File: src/rtl/cachebusarb_pkg.sv
// Shared types and constants for the cache-line bus arbiter.
package cvw;

    // Arbiter states: idle, D$ owns the bus, I$ owns the bus, line acknowledge
    typedef enum logic [1:0] {ARB_IDLE, ARB_DOWN, ARB_IOWN, ARB_ACK} arbstate_t;

    // Which cache owns (or last owned) the line transaction
    typedef enum logic {OWNER_I = 1'b0, OWNER_D = 1'b1} owner_t;

    // log2 of the cache line size in bytes (64-byte lines)
    localparam int OFFSET = 6;

    // Bus request encodings
    localparam logic [1:0] RW_NONE      = 2'b00;
    localparam logic [1:0] RW_WRITEBACK = 2'b01;
    localparam logic [1:0] RW_FETCH     = 2'b10;

endpackage

File: src/rtl/cachebusarb_beatcounter.sv
// Small storage primitives used by the arbiter: an enabled flop with
// async active-low reset, and a wrapping beat counter.
module flopenr #(
    parameter int WIDTH = 8
) (
    input  logic             clk,
    input  logic             reset,
    input  logic             en,
    input  logic [WIDTH-1:0] d,
    output logic [WIDTH-1:0] q
);

    // Capture d when enabled; clear on reset
    always_ff @(posedge clk or negedge reset) begin
        if (!reset)  q <= '0;
        else if (en) q <= d;
    end

endmodule

module beatcounter #(
    parameter int WIDTH = 3
) (
    input  logic             clk,
    input  logic             reset,
    input  logic             clear,
    input  logic             en,
    output logic [WIDTH-1:0] count
);

    // Count beats, wrapping naturally to zero; clear has priority over count
    always_ff @(posedge clk or negedge reset) begin
        if (!reset)      count <= '0;
        else if (clear)  count <= '0;
        else if (en)     count <= count + WIDTH'(1);
    end

endmodule

File: src/rtl/cachebusarb.sv
// Two-requester line-burst arbiter sharing one cache bus between I$ and D$.
// One cache is granted per line; beats are counted and the line-complete
// acknowledge is returned only to the owner.
module cachebusarb
    import cvw::*;
#(
    parameter int PA_BITS      = 34,
    parameter int BEATSPERLINE = 8,
    parameter int LOGBWPL      = 3
) (
    input  logic               clk,
    input  logic               reset,
    input  logic [1:0]         DCacheBusRW,
    input  logic [PA_BITS-1:0] DCacheBusAdr,
    input  logic [1:0]         ICacheBusRW,
    input  logic [PA_BITS-1:0] ICacheBusAdr,
    input  logic               BusBeatDone,
    output logic [1:0]         BusRW,
    output logic [PA_BITS-1:0] BusAdr,
    output logic [LOGBWPL-1:0] BeatCount,
    output logic               DSelBusBeat,
    output logic               ISelBusBeat,
    output logic               DCacheBusAck,
    output logic               ICacheBusAck
);

    // Upper line-address bits kept, and byte-within-beat bits forced to zero
    localparam int ADR_HI_BITS = PA_BITS - OFFSET;
    localparam int BYTE_BITS   = OFFSET - LOGBWPL;

    arbstate_t              state, nextState;
    owner_t                 owner, lastGrant;
    logic                   dWbPend;
    logic                   dReq, iReq;
    logic                   grant, grantD;
    logic                   owned, lastBeat;
    logic [1:0]             grantRW, latchedRW;
    logic [ADR_HI_BITS-1:0] grantAdr, latchedAdr;
    logic                   unusedBits;

    // I$ writeback bit and sub-line address bits play no part in arbitration
    assign unusedBits = ^{ICacheBusRW[0], DCacheBusAdr[OFFSET-1:0], ICacheBusAdr[OFFSET-1:0]};

    assign dReq     = |DCacheBusRW;
    assign iReq     = ICacheBusRW[1];
    assign owned    = (state == ARB_DOWN) || (state == ARB_IOWN);
    assign lastBeat = BusBeatDone && (BeatCount == LOGBWPL'(BEATSPERLINE - 1));

    // Request and address of the winner; a D$ writeback beats a fetch
    assign grantRW  = (grantD && DCacheBusRW[0]) ? RW_WRITEBACK : RW_FETCH;
    assign grantAdr = grantD ? DCacheBusAdr[PA_BITS-1:OFFSET] : ICacheBusAdr[PA_BITS-1:OFFSET];

    // State register
    always_ff @(posedge clk or negedge reset) begin
        if (!reset) state <= ARB_IDLE;
        else        state <= nextState;
    end

    // Arbitration and burst sequencing; a pending D$ writeback keeps D$ first
    always_comb begin
        nextState = state;
        grant     = 1'b0;
        grantD    = 1'b0;
        case (state)
            ARB_IDLE: begin
                if (dReq || iReq) begin
                    grant     = 1'b1;
                    grantD    = dReq && (!iReq || dWbPend || (lastGrant == OWNER_I));
                    nextState = grantD ? ARB_DOWN : ARB_IOWN;
                end
            end
            ARB_DOWN, ARB_IOWN: begin
                if (lastBeat) nextState = ARB_ACK;
            end
            ARB_ACK:  nextState = ARB_IDLE;
            default:  nextState = ARB_IDLE;
        endcase
    end

    // Owner, fairness history and writeback-pending flag
    always_ff @(posedge clk or negedge reset) begin
        if (!reset) begin
            owner     <= OWNER_I;
            lastGrant <= OWNER_I;
            dWbPend   <= 1'b0;
        end else begin
            if (grant) owner <= grantD ? OWNER_D : OWNER_I;
            if (state == ARB_ACK) begin
                lastGrant <= owner;
                dWbPend   <= (owner == OWNER_D) && (latchedRW == RW_WRITEBACK);
            end
        end
    end

    flopenr #(.WIDTH(2)) rwReg (
        .clk   (clk),
        .reset (reset),
        .en    (grant),
        .d     (grantRW),
        .q     (latchedRW)
    );

    flopenr #(.WIDTH(ADR_HI_BITS)) adrReg (
        .clk   (clk),
        .reset (reset),
        .en    (grant),
        .d     (grantAdr),
        .q     (latchedAdr)
    );

    beatcounter #(.WIDTH(LOGBWPL)) beatCounter (
        .clk   (clk),
        .reset (reset),
        .clear (grant),
        .en    (owned && BusBeatDone),
        .count (BeatCount)
    );

    assign DSelBusBeat  = (state == ARB_DOWN);
    assign ISelBusBeat  = (state == ARB_IOWN);
    assign BusRW        = owned ? latchedRW : RW_NONE;
    assign BusAdr       = owned ? {latchedAdr, BeatCount, {BYTE_BITS{1'b0}}} : '0;
    assign DCacheBusAck = (state == ARB_ACK) && (owner == OWNER_D);
    assign ICacheBusAck = (state == ARB_ACK) && (owner == OWNER_I);

    // A beat completion is only meaningful while a cache owns the bus
    assert property (@(posedge clk) disable iff (!reset) BusBeatDone |-> owned);

endmodule

File: config.mk
export PLATFORM = sky130hd
export DESIGN_NAME = cachebusarb
export DESIGN_NICKNAME = d
export VERILOG_FILES = /design/src/rtl/cachebusarb_pkg.sv /design/src/rtl/cachebusarb_beatcounter.sv /design/src/rtl/cachebusarb.sv
export SDC_FILE = /design/constraint.sdc
export NUM_CORES = 1
export LEC_CHECK = 0
export CELL_PAD_IN_SITES_DETAIL_PLACEMENT = 1
export CELL_PAD_IN_SITES_GLOBAL_PLACEMENT = 2
export CORE_MARGIN = 2
export CORE_UTILIZATION = 26
export DETAILED_ROUTE_END_ITERATION = 6
export PLACE_DENSITY_LB_ADDON = 0.1
export SYNTH_ARGS = -nofsm -noshare
export SYNTH_HDL_FRONTEND = slang
export SYNTH_HIERARCHICAL = 1
export SYNTH_SLANG_ARGS = --single-unit
export TNS_END_PERCENT = 20
File: constraint.sdc
create_clock -name clk -period 4.1 [get_ports clk]
set_input_delay 0.82 -clock clk [delete_from_list [all_inputs] [get_ports clk]]
set_output_delay 0.82 -clock clk [all_outputs]
set_load 0.01 [all_outputs]
# Word level (Yosys, flattened, before mapping)
# Index checks and enable logic that the tools add are counted.
[word_totals]
reg_bits = 38
in_bits = 75
out_inout_bits = 43
word_cells = 49
[classes]
add_sub_neg = 1
n_eq_ne = 7
n_mux = 15
bitwise_logic = 2
reduce_logical = 17
[op_table]
columns = ["cell", "n"]
rows = [
  ["2-to-1 mux 34 bit", 1],
  ["2-to-1 mux 28 bit", 1],
  ["2-to-1 mux 2 bit", 5],
  ["logical AND 1 bit", 7],
  ["2-to-1 mux 3 bit", 2],
  ["one-hot mux 2 bit (3 select lines)", 1],
  ["2-to-1 mux 1 bit", 5],
  ["== test 2 x 1 -> 1 bit (second input constant)", 2],
  ["== test 2 bit (second input constant)", 2],
  ["logical OR 1 bit", 4],
  ["!= test 2 bit (second input constant)", 2],
  ["OR reduction 2 bit", 2],
  ["adder 3 x 1 -> 3 bit (second input constant)", 1],
  ["== test 3 bit (second input constant)", 1],
  ["zero test 2 bit", 1],
  ["inverter 1 bit", 2],
  ["AND reduction 2 bit", 1],
  ["nonzero test 2 bit", 1],
  ["zero test 1 bit", 1],
]

# Logic depth before layout (Yosys ltp)
[depth]
ltp_word = 8
depth_mapped = 7
depth_no_buf = 6

# Hierarchy
# The synthesis kept the hierarchy.
[modules_own_cells]
columns = ["mod", "instances", "cells_each", "area_each_um2", "seq_area_each_um2"]
rows = [
  ["flopenr (adrReg)", 1, 59, 1142.3, 700.7],
  ["cachebusarb", 1, 108, 994.7, 125.1],
  ["beatcounter", 1, 11, 136.4, 75.1],
  ["flopenr (rwReg)", 1, 4, 72.6, 50.0],
]

# Least setup slack after synthesis
# No wires, ideal clock.
[synth_timing]
kind = "reg-to-output"
start = "register state[0]"
end = "output BusAdr[10]"
arrival_ns = 1.336
t_required_ns = 3.280
path_slack_ns = 1.944
path_stages_with_launch = 6
n_path_buf = 2
cell_sequence = "dfrtp_1 inv_1 ha_1 clkbuf_1 clkbuf_1 and2_1"
[synth_via]
elab_chain_len = 3
elab_cells_between_ends = 4
classes_between = "eq/ne (2); mux (1); reduce/logical (1)"
[synth_rtl]
columns = ["element", "line", "rtl"]
rows = [
  ["start, declared", "cachebusarb.sv:31", "arbstate_t state, nextState;"],
  ["start signal, assigned", "cachebusarb.sv:56", "else state <= nextState;"],
  ["== test 2 x 1 -> 1 bit / == test 2 bit (equally long branches)", "cachebusarb.sv:46", "assign owned = (state == ARB_DOWN) || (state == ARB_IOWN);"],
  ["logical OR 1 bit *", "cachebusarb.sv:46", ""],
  ["2-to-1 mux 34 bit *", "cachebusarb.sv:122", "assign BusAdr = owned ? {latchedAdr, BeatCount, {BYTE_BITS{1'b0}}} : '0;"],
  ["end, declared", "cachebusarb.sv:19", "output logic [PA_BITS-1:0] BusAdr,"],
]
# Mark *: on every way between the ends. The rest lies on a longest branch, timed or not.

# Worst setup path after layout
[layout_timing]
start = "register state[0]"
end = "output BusAdr[29]"
# Same word-level chain as after synthesis.

==> results.md <==
- Status: finished, final reports clean
- Sink Count: 38
- Total track usage: 12.34%
- Die W: 98.99 µm
- Vias/cell: 4.322
- Worst-Skew Late Latency: 0.29 ns
- Antenna viol nets, final: 0
- Ys Warns: 6
- Setup crit end kind: output pin
- RePlAce Congestion: 0.6677
- WP data arrival: 2.53 ns
- CTS root buffer: clkbuf_8
- Worst Path Required: 3.28 ns
- Htree depth: 2
- Largest net degree at the start of global routing: 39
- Drt wl/cell: 14.98 µm
- I/O pins: 118
- RSZ-0062 raised after global routing: no
- Congestion Overflow GR: 0
- Max Cap Violations: 0
- Share of layout cells above drive strength 1: 27.21%
- Max Slew Vio Count: 0
- Final setup fails: 0
- Clock Skew: 0.004717 ns
- Largest stage delay on the critical path: 0.75 ns
- P_leak: 1.460 nW
- Post-DP HPWL: 4289 µm
- Fin crit share: 81.78%
- Nets@finish: 363
- Cell variety after synth: 29
- Synth Instances: 182
- Die footprint: 0.009799 mm²
- Final worst path period need: 3.353 ns
- First-pass GRT wire length: 9508 µm
- Register area share after synthesis: 40.53%
- Worst setup SP type: flip-flop
- Achievable Freq: 298.3 MHz
- Diode count: 0
- Mapped Area: 0.002346 mm²
- Initial drt markers: 38
- Total core area: 0.008721 mm²
- Leading cell types in the layout, fill and taps excluded: 100 x clkdlybuf4s50_1, 38 x dfrtp_1, 35 x and2_1, 32 x mux2_2, 28 x mux2_4
- Post-CTS setup buffer count: 0
- Tot Pwr: 2.741 mW
- Initial Util: 26.90%
- Maximum buffer depth of the clock tree: 2
- Crit Path Category: flip-flop to output pin
- Syn_area_per_cell: 12.89 µm²
- Crit Path Max Fanout: 26
- Routed via count: 1690
- Highest-delay cell along the critical path: ha_1
- Clock-pin transition on the worst setup and hold timing paths: 0.07 ns
- Power per cell area: 779.1 mW/mm²
- Hold Path Class: flip-flop to flip-flop
- CTS tree: built
- PortBufs: 101
- Commonest non-fill, non-tap cell in the layout: clkdlybuf4s50_1
- Cell class contributing the biggest share of worst-path delay: buffers and inverters
- Number of instances resized during post-cts repair: 0
- Vias in the first global route: 1880
- Initial antenna violation count: 0
- Area growth, synth to finish: 49.97%
- Hold_buf cts: 0
- Die Ht: 98.99 µm
- Num CTS Buffers: 5
- Crit path buf inv count: 3
- Worst relative slew slack: 40.84%
- Slew @ Worst Pin: 0.8874 ns
- Seq cells post-synth: 38
- DR pass1 iterations: 3
- Final wirelength: 5858 µm
- CP Cell Sequence: inv_1 > ha_1 > buf_4 > and2_1 > clkdlybuf4s50_1
- Setup_tns: 0 ns
- VDD IR max: 0.0001940 V
- Row count: 34
- Hold Fails Final Rpt: 0
- # DRC: 0
-- area by class of cell --
class | instances | area (µm²)
well taps | 108 | 135.1
clock inverters | 1 | 5.005
inverters | 5 | 18.77
fillers | 950 | 5202
repair buffers | 104 | 1054
clock buffers | 7 | 86.33
flip-flops and latches | 38 | 950.9
multi-input cells | 128 | 1269
-- stage by stage --
stage	cells	setup WS [ns]	hold slack, ns	util, %	instance area, µm²
3_5_place_dp	383	0.9525	0.4865	39.30	3427
5_1_grt	391	0.5051	0.5189	40.34	3518
6_report	391	0.7472	0.4900	40.34	3518
2_1_floorplan	184	1.944	0.4556	-	2354
3_3_place_gp	383	0.9130	0.4812	39.30	3427
4_1_cts	391	0.6326	0.4958	40.34	3518
-- cell usage after synthesis, drive strengths merged --
| master | count | share of area (%) |
|---|---|---|
| and2 | 36 | 9.7 |
| clkbuf | 4 | 0.64 |
| inv | 5 | 0.80 |
| xnor2 | 1 | 0.37 |
| mux2 | 60 | 33 |
| nand3b | 1 | 0.32 |
| nand2 | 2 | 0.32 |
| o22ai | 3 | 0.80 |
| nor2 | 3 | 0.80 |
| nor3 | 1 | 0.21 |
| o32ai | 1 | 0.37 |
| nand4 | 1 | 0.27 |
| buf | 9 | 4.6 |
| ha | 6 | 3.2 |
| o21ai | 2 | 0.91 |
| a21bo | 1 | 0.43 |
| mux2i | 2 | 0.85 |
| dfrtp | 38 | 41 |
| conb | 1 | 0.16 |
| nor2b | 2 | 0.53 |
| a21oi | 1 | 0.21 |
| a22oi | 1 | 0.32 |
| and3b | 1 | 0.43 |
-- sequential cells by signal (all words and copies together) (netlist names) --
register	flops
lastGrant	1
beatCounter/count	3
rwReg/q	2
owner	1
adrReg/q	28
dWbPend	1
state	2
-- where the power goes --
part	switching, mW	total [mW]	internal, mW
sequential	0.104	0.669	0.565
clock	0.129	0.265	0.136
combinational	0.712	1.81	1.09
-- path summary, 6_finish.rpt --
kind                                             start  cells after the start                        to  slack [ns]
worst max register to register    state[0]$_DFFE_PN0P_                      7  adrReg/q[10]$_DFFE_PN0P_        1.81
worst min register to register  rwReg/q[1]$_DFFE_PN0P_                      1       dWbPend$_DFFE_PN0N_        0.49
min in group asynchronous                        reset                      1     lastGrant$_DFFE_PN0N_        0.65
worst min-delay path            rwReg/q[1]$_DFFE_PN0P_                      1       dWbPend$_DFFE_PN0N_        0.49
worst max-delay path              state[0]$_DFFE_PN0P_                      5                BusAdr[29]        0.75
max in group asynchronous                        reset                      1  adrReg/q[11]$_DFFE_PN0P_        2.89
-- logic make-up (layout without fill, tap and decap cells) --
group	Yosys count	in the layout	synth area share, %
multiplexers	62	62	34.13
AND/OR/NAND/NOR	47	47	12.53
flip-flops	38	38	40.53
buffers and inverters	18	117	6.026
AO/OA/AOI/OAI	9	9	3.040
adder cells (fa/ha/maj)	6	6	3.200
other	1	3	0.1598
XOR/XNOR	1	1	0.3734
-- metal layers --
metal / vias up / part of all wire [%] / global-route usage [%] / wire [µm]
met3: 7 / 8.3 / 4.255 / 485
met2: 64 / 46 / 19.85 / 2716
met1: 809 / 44 / 15.50 / 2581
met5: - / 0 / 0 / 0
met4: 0 / 1.3 / 4.110 / 75
li1: 810 / - / - / -
No activity file was read; power rests on OpenSTA's default activity.
